$ cat src/rtl/l2_write_buffer_if.sv
// l2_write_buffer_if: arbiter-side and L2-side signals of the write buffer
interface l2_write_buffer_if;
  logic         arb_read;
  logic         arb_write;
  logic [15:0]  arb_address;
  logic [127:0] arb_wdata;
  logic [127:0] arb_rdata;
  logic         arb_resp;
  logic         l2_read;
  logic         l2_write;
  logic [15:0]  l2_address;
  logic [127:0] l2_wdata;
  logic [127:0] l2_rdata;
  logic         l2_resp;
  logic         wb_empty;
  logic         wb_full;
  modport slave (
    input  arb_read, arb_write, arb_address, arb_wdata, l2_rdata, l2_resp,
    output arb_rdata, arb_resp, l2_read, l2_write, l2_address, l2_wdata, wb_empty, wb_full
  );
  modport master (
    output arb_read, arb_write, arb_address, arb_wdata, l2_rdata, l2_resp,
    input  arb_rdata, arb_resp, l2_read, l2_write, l2_address, l2_wdata, wb_empty, wb_full
  );
endinterface

$ cat src/rtl/l2_write_buffer.sv
// l2_write_buffer: coalescing FIFO of write lines between arbiter and L2, with read-hit forwarding
module l2_write_buffer #(
  parameter int DEPTH = 4
) (
  input logic clk,
  input logic rst,
  l2_write_buffer_if.slave io_bus
);
  localparam int AW = $clog2(DEPTH);
  localparam logic [AW:0] FULL = (AW+1)'(DEPTH);
  typedef enum logic [1:0] {U_IDLE, U_MISS, U_RESP} u_state_t;
  typedef enum logic [1:0] {D_IDLE, D_READ, D_WRITE} d_state_t;
  u_state_t r_u, w_u_nxt;
  d_state_t r_d, w_d_nxt;
  logic [15:0]   r_addr [DEPTH];
  logic [127:0]  r_data [DEPTH];
  logic [AW-1:0] r_head, r_tail, w_i, w_cidx;
  logic [AW:0]   r_count;
  logic [127:0]  r_rdata, r_l2_wdata, w_hit_data;
  logic [15:0]   r_l2_addr;
  logic w_rd, w_wr, w_hit, w_cmatch, w_drain_start, w_lock, w_pop, w_accept, w_push, w_coal, w_rd_hit, w_miss_done;
  assign w_rd          = io_bus.arb_read;
  assign w_wr          = io_bus.arb_write && !io_bus.arb_read;
  assign w_drain_start = r_d == D_IDLE && r_u != U_MISS && r_count != '0;
  assign w_lock        = r_d == D_WRITE || w_drain_start;
  assign w_pop         = r_d == D_WRITE && io_bus.l2_resp;
  assign w_accept      = r_u == U_IDLE && w_wr && (w_cmatch || r_count != FULL || w_pop);
  assign w_push        = w_accept && !w_cmatch;
  assign w_coal        = w_accept && w_cmatch;
  assign w_rd_hit      = r_u == U_IDLE && w_rd && w_hit;
  assign w_miss_done   = r_u == U_MISS && r_d == D_READ && io_bus.l2_resp;
  // Scan oldest to youngest; the head is excluded from coalescing once its drain is committed
  always_comb begin
    w_hit      = 1'b0;
    w_hit_data = '0;
    w_cmatch   = 1'b0;
    w_cidx     = '0;
    w_i        = '0;
    for (int k = 0; k < DEPTH; k++) begin
      w_i = r_head + AW'(k);
      if (k < int'(r_count) && r_addr[w_i] == io_bus.arb_address) begin
        w_hit      = 1'b1;
        w_hit_data = r_data[w_i];
        if (!(k == 0 && w_lock)) begin
          w_cmatch = 1'b1;
          w_cidx   = w_i;
        end
      end
    end
  end
  always_comb begin
    w_u_nxt = r_u;
    w_d_nxt = r_d;
    w_u_nxt = r_u == U_IDLE ? (w_rd ? (w_hit ? U_RESP : U_MISS) : (w_accept ? U_RESP : U_IDLE)) :
              r_u == U_MISS ? (w_miss_done ? U_RESP : U_MISS) : U_IDLE;
    w_d_nxt = r_d == D_IDLE ? (r_u == U_MISS ? D_READ : (r_count != '0 ? D_WRITE : D_IDLE)) :
              (io_bus.l2_resp ? D_IDLE : r_d);
  end
  always_ff @(posedge clk or posedge rst) begin
    if (rst) begin
      r_u        <= U_IDLE;
      r_d        <= D_IDLE;
      r_head     <= '0;
      r_tail     <= '0;
      r_count    <= '0;
      r_rdata    <= '0;
      r_l2_addr  <= '0;
      r_l2_wdata <= '0;
    end else begin
      r_u     <= w_u_nxt;
      r_d     <= w_d_nxt;
      r_count <= r_count + (AW+1)'(w_push) - (AW+1)'(w_pop);
      if (w_push) r_tail <= r_tail + 1'b1;
      if (w_pop) r_head <= r_head + 1'b1;
      if (w_rd_hit) r_rdata <= w_hit_data;
      else if (w_miss_done) r_rdata <= io_bus.l2_rdata;
      if (r_d == D_IDLE && r_u == U_MISS) r_l2_addr <= io_bus.arb_address;
      else if (w_drain_start) begin
        r_l2_addr  <= r_addr[r_head];
        r_l2_wdata <= r_data[r_head];
      end
    end
  end
  always_ff @(posedge clk) begin
    if (w_push) begin
      r_addr[r_tail] <= io_bus.arb_address;
      r_data[r_tail] <= io_bus.arb_wdata;
    end
    if (w_coal) r_data[w_cidx] <= io_bus.arb_wdata;
  end
  assign io_bus.arb_resp   = r_u == U_RESP;
  assign io_bus.arb_rdata  = r_rdata;
  assign io_bus.l2_read    = r_d == D_READ;
  assign io_bus.l2_write   = r_d == D_WRITE;
  assign io_bus.l2_address = r_l2_addr;
  assign io_bus.l2_wdata   = r_l2_wdata;
  assign io_bus.wb_empty   = r_count == '0 && r_d != D_WRITE;
  assign io_bus.wb_full    = r_count == FULL;
endmodule

$ cat src/flat_wrapper.sv
// flat-port wrapper written by rule: the top's interface ports become plain ports
module l2_write_buffer_flat 
#(
  parameter int DEPTH = 4
)
  (clk, rst, io_bus_arb_read, io_bus_arb_write, io_bus_arb_address, io_bus_arb_wdata, io_bus_l2_rdata, io_bus_l2_resp, io_bus_arb_rdata, io_bus_arb_resp, io_bus_l2_read, io_bus_l2_write, io_bus_l2_address, io_bus_l2_wdata, io_bus_wb_empty, io_bus_wb_full);
  l2_write_buffer_if io_bus_i ();
  input logic clk;
  input logic rst;
  input wire logic [$bits(io_bus_i.arb_read)-1:0] io_bus_arb_read;
  input wire logic [$bits(io_bus_i.arb_write)-1:0] io_bus_arb_write;
  input wire logic [$bits(io_bus_i.arb_address)-1:0] io_bus_arb_address;
  input wire logic [$bits(io_bus_i.arb_wdata)-1:0] io_bus_arb_wdata;
  input wire logic [$bits(io_bus_i.l2_rdata)-1:0] io_bus_l2_rdata;
  input wire logic [$bits(io_bus_i.l2_resp)-1:0] io_bus_l2_resp;
  output wire logic [$bits(io_bus_i.arb_rdata)-1:0] io_bus_arb_rdata;
  output wire logic [$bits(io_bus_i.arb_resp)-1:0] io_bus_arb_resp;
  output wire logic [$bits(io_bus_i.l2_read)-1:0] io_bus_l2_read;
  output wire logic [$bits(io_bus_i.l2_write)-1:0] io_bus_l2_write;
  output wire logic [$bits(io_bus_i.l2_address)-1:0] io_bus_l2_address;
  output wire logic [$bits(io_bus_i.l2_wdata)-1:0] io_bus_l2_wdata;
  output wire logic [$bits(io_bus_i.wb_empty)-1:0] io_bus_wb_empty;
  output wire logic [$bits(io_bus_i.wb_full)-1:0] io_bus_wb_full;
  assign io_bus_i.arb_read = io_bus_arb_read;
  assign io_bus_i.arb_write = io_bus_arb_write;
  assign io_bus_i.arb_address = io_bus_arb_address;
  assign io_bus_i.arb_wdata = io_bus_arb_wdata;
  assign io_bus_i.l2_rdata = io_bus_l2_rdata;
  assign io_bus_i.l2_resp = io_bus_l2_resp;
  assign io_bus_arb_rdata = io_bus_i.arb_rdata;
  assign io_bus_arb_resp = io_bus_i.arb_resp;
  assign io_bus_l2_read = io_bus_i.l2_read;
  assign io_bus_l2_write = io_bus_i.l2_write;
  assign io_bus_l2_address = io_bus_i.l2_address;
  assign io_bus_l2_wdata = io_bus_i.l2_wdata;
  assign io_bus_wb_empty = io_bus_i.wb_empty;
  assign io_bus_wb_full = io_bus_i.wb_full;
  l2_write_buffer #(.DEPTH(DEPTH)) u_core (.clk(clk), .rst(rst), .io_bus(io_bus_i));
endmodule
$ cat config.mk
export PLATFORM = sky130hd
export DESIGN_NAME = l2_write_buffer_flat
export DESIGN_NICKNAME = d
export VERILOG_FILES = /design/src/rtl/l2_write_buffer_if.sv /design/src/rtl/l2_write_buffer.sv /design/src/flat_wrapper.sv
export SDC_FILE = /design/constraint.sdc
export NUM_CORES = 2
export LEC_CHECK = 0
export ABC_AREA = 1
export BUFFER_PORTS_ARGS = -buffer_cell sky130_fd_sc_hd__buf_4
export CAP_MARGIN = 10
export CORE_ASPECT_RATIO = 0.9
export CORE_MARGIN = 2
export CORE_UTILIZATION = 50
export DETAILED_ROUTE_END_ITERATION = 7
export GPL_ROUTABILITY_DRIVEN = 0
export HOLD_SLACK_MARGIN = 0.08
export PLACE_DENSITY = 0.81
export SLEW_MARGIN = 20
export SYNTH_ARGS = -nofsm -noshare
export SYNTH_HDL_FRONTEND = slang
export SYNTH_SLANG_ARGS = --single-unit
$ cat constraint.sdc
create_clock -name clk -period 9.11 [get_ports clk]
set_input_delay 0.911 -clock clk [delete_from_list [all_inputs] [get_ports clk]]
set_output_delay 0.911 -clock clk [all_outputs]
set_load 0.005 [all_outputs]
== Yosys cells after proc, flatten, opt, wreduce, memory -nomap -nowiden ==
Memory sizes are Yosys's and may differ from the RTL's.
Cells that the tools add are included.
Word-level totals
  register bits after elaboration: 283
  word-level logic and storage cells: 104
  bits in writable memories: 576
  input bits: 277
  memories: 2
  output and inout port bits: 277
Cells by class
  add/subtract/negate cells: 6
  reduce and logical (&&, ||, !) cells: 32
  multiplexer cells: 39
  bitwise gates (word level): 1
  equality and inequality tests: 12
  order comparisons: 4
Memory list
  u_core.r_data: depth 4, bits a word 128, rd ports 4, clocked after Yosys merged registers in 0, wr ports 1, line l2_write_buffer.sv:16  | logic [127:0] r_data [DEPTH];
  u_core.r_addr: depth 4, bits a word 16, rd ports 4, clocked after Yosys merged registers in 0, wr ports 1, line l2_write_buffer.sv:15  | logic [15:0] r_addr [DEPTH];
Operator list (number)
  $mux W128: 7
  $reduce_or A128 Y1: 1
  $eq A16 B16 Y1: 4
  $mux W16: 2
  $mux W2: 16
  $logic_and A1 B1 Y1: 18
  $mux W1: 14
  $lt A1 B3 Y1 const A: 2
  $lt A2 B3 Y1 const A: 2
  $reduce_bool A2 Y1: 3
  $add A2 B1 Y2 const B: 2
  $add A2 B2 Y2 const B: 2
  $eq A2 B1 Y1 const B: 2
  $eq A2 B2 Y1 const B: 2
  $logic_not A2 Y1: 2
  $add A3 B1 Y3: 1
  $eq A3 B3 Y1 const B: 1
  $logic_not A3 Y1: 1
  $logic_or A1 B1 Y1: 3
  $ne A3 B3 Y1 const B: 1
  $reduce_bool A3 Y1: 1
  $sub A3 B1 Y3: 1
  $logic_not A1 Y1: 2
  $ne A2 B1 Y1 const B: 1
  other kinds (3): 3

== Depth between registers and ports, before layout ==
  depth in word-level cells: 17
  mapped depth: 23
  depth with buffers taken out: 20

== Worst setup path after synthesis ==
No wires, ideal clock.
  kind: input-to-reg
  start point: input port io_bus_arb_address[1]
  end point: memory u_core.r_data[1][0], enable pin
  stages on the path: 15
  slack: 0.916 ns
  arrival time: 7.577 ns
  data required time: 8.493 ns
  buffers on the path: 1
  library setup time: 0.617 ns
  cells stage by stage: clkinv_1 -> nand3_1 -> nand2_1 -> nor2_1 -> nand2_1 -> nor2_1 -> nand3_1 -> nor2_1 -> buf_2 -> nor2_1 -> nor2_1 -> nand2_1 -> nand2_1 -> nand2_1 -> nor2_1
On the way
  cells in the longest elaborated chain, start to end: 14
RTL lines
  from (decl): line flat_wrapper.sv:12  | input wire logic [$bits(io_bus_i.arb_address)-1:0] io_bus_arb_address;
  $eq A16 B16 Y1: line l2_write_buffer.sv:41  | if (k < int'(r_count) && r_addr[w_i] == io_bus.arb_address) begin
  $logic_and A1 B1 Y1: line l2_write_buffer.sv:41
  $mux W1 (4 in series): line l2_write_buffer.sv:41
  $logic_or A1 B1 Y1 (2 in series): line l2_write_buffer.sv:27  | assign w_accept = r_u == U_IDLE && w_wr && (w_cmatch || r_count != FULL || w_pop);
  $logic_and A1 B1 Y1: line l2_write_buffer.sv:27
  $logic_and A1 B1 Y1: line l2_write_buffer.sv:29  | assign w_coal = w_accept && w_cmatch;
  $mux W1: line l2_write_buffer.sv:89  | if (w_coal) r_data[w_cidx] <= io_bus.arb_wdata;
  $mux W1 (implied by the code): line l2_write_buffer.sv:89
  $reduce_or A128 Y1 (no line)
  $mux W2 (no line) / $mux W1 (equally long branches)
  to (decl): line l2_write_buffer.sv:16
Parallel ways exist; a longest one is shown, timed or not.

== Final worst setup path ==
  start point: register u_core.r_head[0]
  end point: register u_core.r_rdata[99] (netlist: u_core.io_bus.arb_rdata[99])
On the way
  cells in the longest elaborated chain, start to end: 9
RTL lines
  from (decl): line l2_write_buffer.sv:17  | logic [AW-1:0] r_head, r_tail, w_i, w_cidx;
  from (signal assigned): line l2_write_buffer.sv:74  | if (w_pop) r_head <= r_head + 1'b1;
  $add A2 B1 Y2 / $mem_v2 Z4 W16 (equally long branches)
  $mem_v2 Z4 W16 / $eq A16 B16 Y1 (equally long branches)
  $eq A16 B16 Y1 / $logic_and A1 B1 Y1 (equally long branches): line l2_write_buffer.sv:41
  $logic_and A1 B1 Y1 / $mux W1 (equally long branches): line l2_write_buffer.sv:41
  $mux W1 (3 in series): line l2_write_buffer.sv:41
  $logic_and A1 B1 Y1: line l2_write_buffer.sv:30  | assign w_rd_hit = r_u == U_IDLE && w_rd && w_hit;
  $mux W128 / $reduce_bool A2 Y1 (equally long branches)
  to (signal assigned): line l2_write_buffer.sv:75  | if (w_rd_hit) r_rdata <= w_hit_data;
  to (signal assigned): line l2_write_buffer.sv:76  | else if (w_miss_done) r_rdata <= io_bus.l2_rdata;
  to (decl): line l2_write_buffer.sv:19  | logic [127:0] r_rdata, r_l2_wdata, w_hit_data;
Parallel ways exist; a longest one is shown, timed or not.
A chain may end at the register's enable or synchronous reset.

==> impl_metrics.yaml <==
setup_path:
  timing.setup.critical_path_class: "reg2reg"
  critical_path_required_ns: 9.64
  path_max_fanout: 143
  timing.critical_path.from_type: "flip-flop"
  crit_path_end_kind: "flip-flop"
  crit_arrival_ns: 6.85
  worstRegToRegCells: 17
power_and_ir_drop:
  power.sequential.fraction: 0.330
  power_per_cell_area_nw_per_um2: 306
  vdd.ir_drop.worst_mv: 0.272
  cell_internal_power_w: 0.00976
  switchingPower_w: 0.00711
  power.share.switching: 0.421
  total_leakage_power_nw: 25.2
  pwr-share-comb: 0.439
  post-layout-total-power_w: 0.0169
  clockPowerShare: 0.231
clocking:
  tritoncts.num_buffers: 94
  cts.root.buffer_cell: "clkbuf_16"
  cts_sinks: 859
  worst_setup_hold_path_clk_slew_ns: 0.06
  clk-insertion-delay-late_ns: 0.65
  htree_levels: 3
  post_cts_buffers: 0
  cts_repair_resize_count: 0
  cts_tree: "built"
  clockBufferDepth: 3
  postCtsHoldBufs: 0
final_layout:
  most_common_library_cell_in_the_layout_ignoring_fill_and_taps: "nand2_1"
  layout_net_count: 6496
  fillCellCount: 8004
  ff_latch_area_um2: 24400
  area.growth.synth_to_final_pct: 16.5
  post_route_cells_drive_above_1_share: 0.145
  multiInputGateArea_um2: 20100
  mostFrequentLayoutCells: "nand2_1 (2510), o21ai_0 (653), buf_4 (599)"
timing:
  min_period_over_period: 0.694
  slew_violations: 0
  timing_hold_violations_final: 0
  rsz0062_at_grt: "no"
  max_clk_rate_ghz: 0.158
  setup_total_negative_slack_ns: 0
  period_needed_ns: 6.32
  timing.max_slew.rel_slack: 0.207
  timing_worst_slew_pin_value_ns: 1.19
  worst_clock_skew_ns: 0.0255
  setup-violations-final: 0
synth:
  synth_cell_types: 30
  synthesis.area_per_instance_um2: 8.00
  synth.net_count: 6210
  synth_sequential_area_ratio: 0.515
  syn_inst: 5924
  postSynth.asyncResetShare: 0.329
  synth-edff-count: 576
  ys_dominant_reg_cell: "edfxtp_1"
  synth.cell_area_um2: 47400
  ys_warn_count: 0
  synth_seq_cells: 859
global_route:
  grt_util_all_layers: 0.284
  first_global_vias: 40200
  grt_first_pass_wirelength_um: 218000
  grt_antenna_before_repair: 21
  global_route.overflow_total: 0
  grt_max_degree: 147
route:
  drc_errors: 1
  route.antenna.remaining_nets: 0
  vias: 43200
  drt-initial-drc-count: 4482
  drt_wl_cell_um: 18.9
  detail_route.first_pass.iterations: 8
  routed_wl_um: 143000
  via_per_inst: 5.71
die:
  fp-row-count: 107
  chipWidth_um: 328
  ioPinCount: 554
  die-height_um: 296
  initial_utilization: 0.503
  die_area_um2: 97200
  floorplan.core_area_um2: 94300
run_status:
  violated_checks: "design-rule violations"
  status: "finished with violations"
hold_path:
  timing.hold.worst.class: "in2async"
placement:
  hpwlAfterDp_um: 87500
  buffer_ports.inserted: 553
run:
  max_cap_violations: 0
[synth_stat cells (2+ instances only)]
library cell	number	area share
o211ai_1	263	0.042
inv_2	4	0.00032
o221ai_1	15	0.0028
nor2_1	322	0.026
or2_2	2	0.00026
o21ai_0	653	0.069
inv_1	325	0.026
nand3_1	258	0.027
a211oi_1	128	0.020
nor3_1	3	0.00032
dfrtp_1	283	0.15
nand4_1	7	0.00092
buf_6	2	0.00048
buf_1	28	0.0022
o21ai_1	9	0.00095
edfxtp_1	576	0.37
buf_4	11	0.0017
xor2_1	3	0.00055
nand3_2	2	0.00042
buf_2	95	0.010
a21oi_1	4	0.00042
ha_1	8	0.0021
mux2_2	128	0.030
clkbuf_1	278	0.022
nand2_1	2512	0.20
[worst max-delay path, cell delays in order (launching register included)]
cell	delay, ns
dfrtp_4	1.12
inv_8	0.50
nand2_1	0.25
nand2_4	0.49
or2_2	0.51
nand3_1	0.07
nand2_1	0.06
nand2_1	0.05
nor2_1	0.04
nand3_1	0.24
nand2_1	0.16
inv_4	0.39
nand3_1	0.32
nand3_4	0.73
buf_4	0.74
nor2_1	0.11
nand2_1	0.20
nand2_1	0.08
[flip-flops by register name, summed over array words and instances, names as in the netlist]
register,flops
u_core.r_count,3
u_core.r_data,512
u_core.r_addr,64
u_core.io_bus.l2_address,16
u_core.io_bus.arb_rdata,128
u_core.r_u,2
u_core.r_d,2
u_core.io_bus.l2_wdata,128
u_core.r_head,2
u_core.r_tail,2
[cell type report]
| cell class | count | area share |
|---|---|---|
| clock buffer | 123 | 0.0485 |
| sequential | 859 | 0.442 |
| clock inverter | 51 | 0.00893 |
| inverter | 330 | 0.0230 |
| timing repair buffer | 604 | 0.0834 |
| tap | 1253 | 0.0284 |
| antenna | 17 | 0.000771 |
| multi-input combinational | 4321 | 0.365 |
[metrics by stage]
stage | cell area, um^2 | setup slack, ns | hold slack, ns | std cells | util
floorplan | 47400 | 0.392 | 0.473 | 5924 | -
global placement | 51900 | 2.92 | 0.464 | 7366 | 0.551
detailed placement | 51900 | 2.91 | 0.467 | 7366 | 0.551
CTS | 55100 | 2.87 | 0.350 | 7540 | 0.585
global route | 55200 | 2.34 | 0.398 | 7556 | 0.585
finish | 55200 | 2.79 | 0.357 | 7558 | 0.586
[worst paths after layout]
| path | startpoint | end | slack [ns] |
|---|---|---|---|
| max | u_core.r_head[0] | u_core.io_bus.arb_rdata[99] | 2.79 |
| min reg2reg | u_core.io_bus.l2_wdata[105] | u_core.io_bus.l2_wdata[105] | 0.48 |
| min | rst | u_core.io_bus.l2_wdata[100] | 0.36 |
| min in group clk | io_bus_arb_wdata[99] | u_core.r_data[3][99] | 0.47 |
| max reg2reg | u_core.r_head[0] | u_core.io_bus.arb_rdata[99] | 2.79 |
| max in group asynchronous | rst | u_core.io_bus.arb_rdata[4] | 7.27 |
[power by group through the flow]
stage                     logic [W]  clock network [W]  registers (W)
after floorplan             0.00487                  0        0.00546
after global placement      0.00705                  0        0.00560
after detailed placement    0.00727                  0        0.00562
after CTS                   0.00731            0.00394        0.00556
after global routing        0.00824            0.00410        0.00564
final                       0.00741            0.00389        0.00557
[logic make-up (layout without fill, tap and decap cells)]
| logic type | after synthesis | in the layout | share of synthesized area |
|---|---|---|---|
| simple gates | 3107 | 3107 | 0.254 |
| compound gates | 1074 | 1074 | 0.135 |
| flops | 859 | 859 | 0.515 |
| buf+inv | 744 | 1108 | 0.0626 |
| mux | 128 | 128 | 0.0304 |
| fa+ha+maj | 9 | 9 | 0.00254 |
| xor+xnor | 3 | 3 | 0.000555 |
| other cells | 0 | 17 | 0 |
[routing by layer]
metal / vias up / track usage / wire length, um
met5: - / 0 / 71
met4: 10 / 0.154 / 6850
met3: 456 / 0.0581 / 14600
met2: 2230 / 0.466 / 67800
met1: 20200 / 0.353 / 53400
li1: 20300 / - / -
Note: power is estimated with default switching activity, not from simulation.
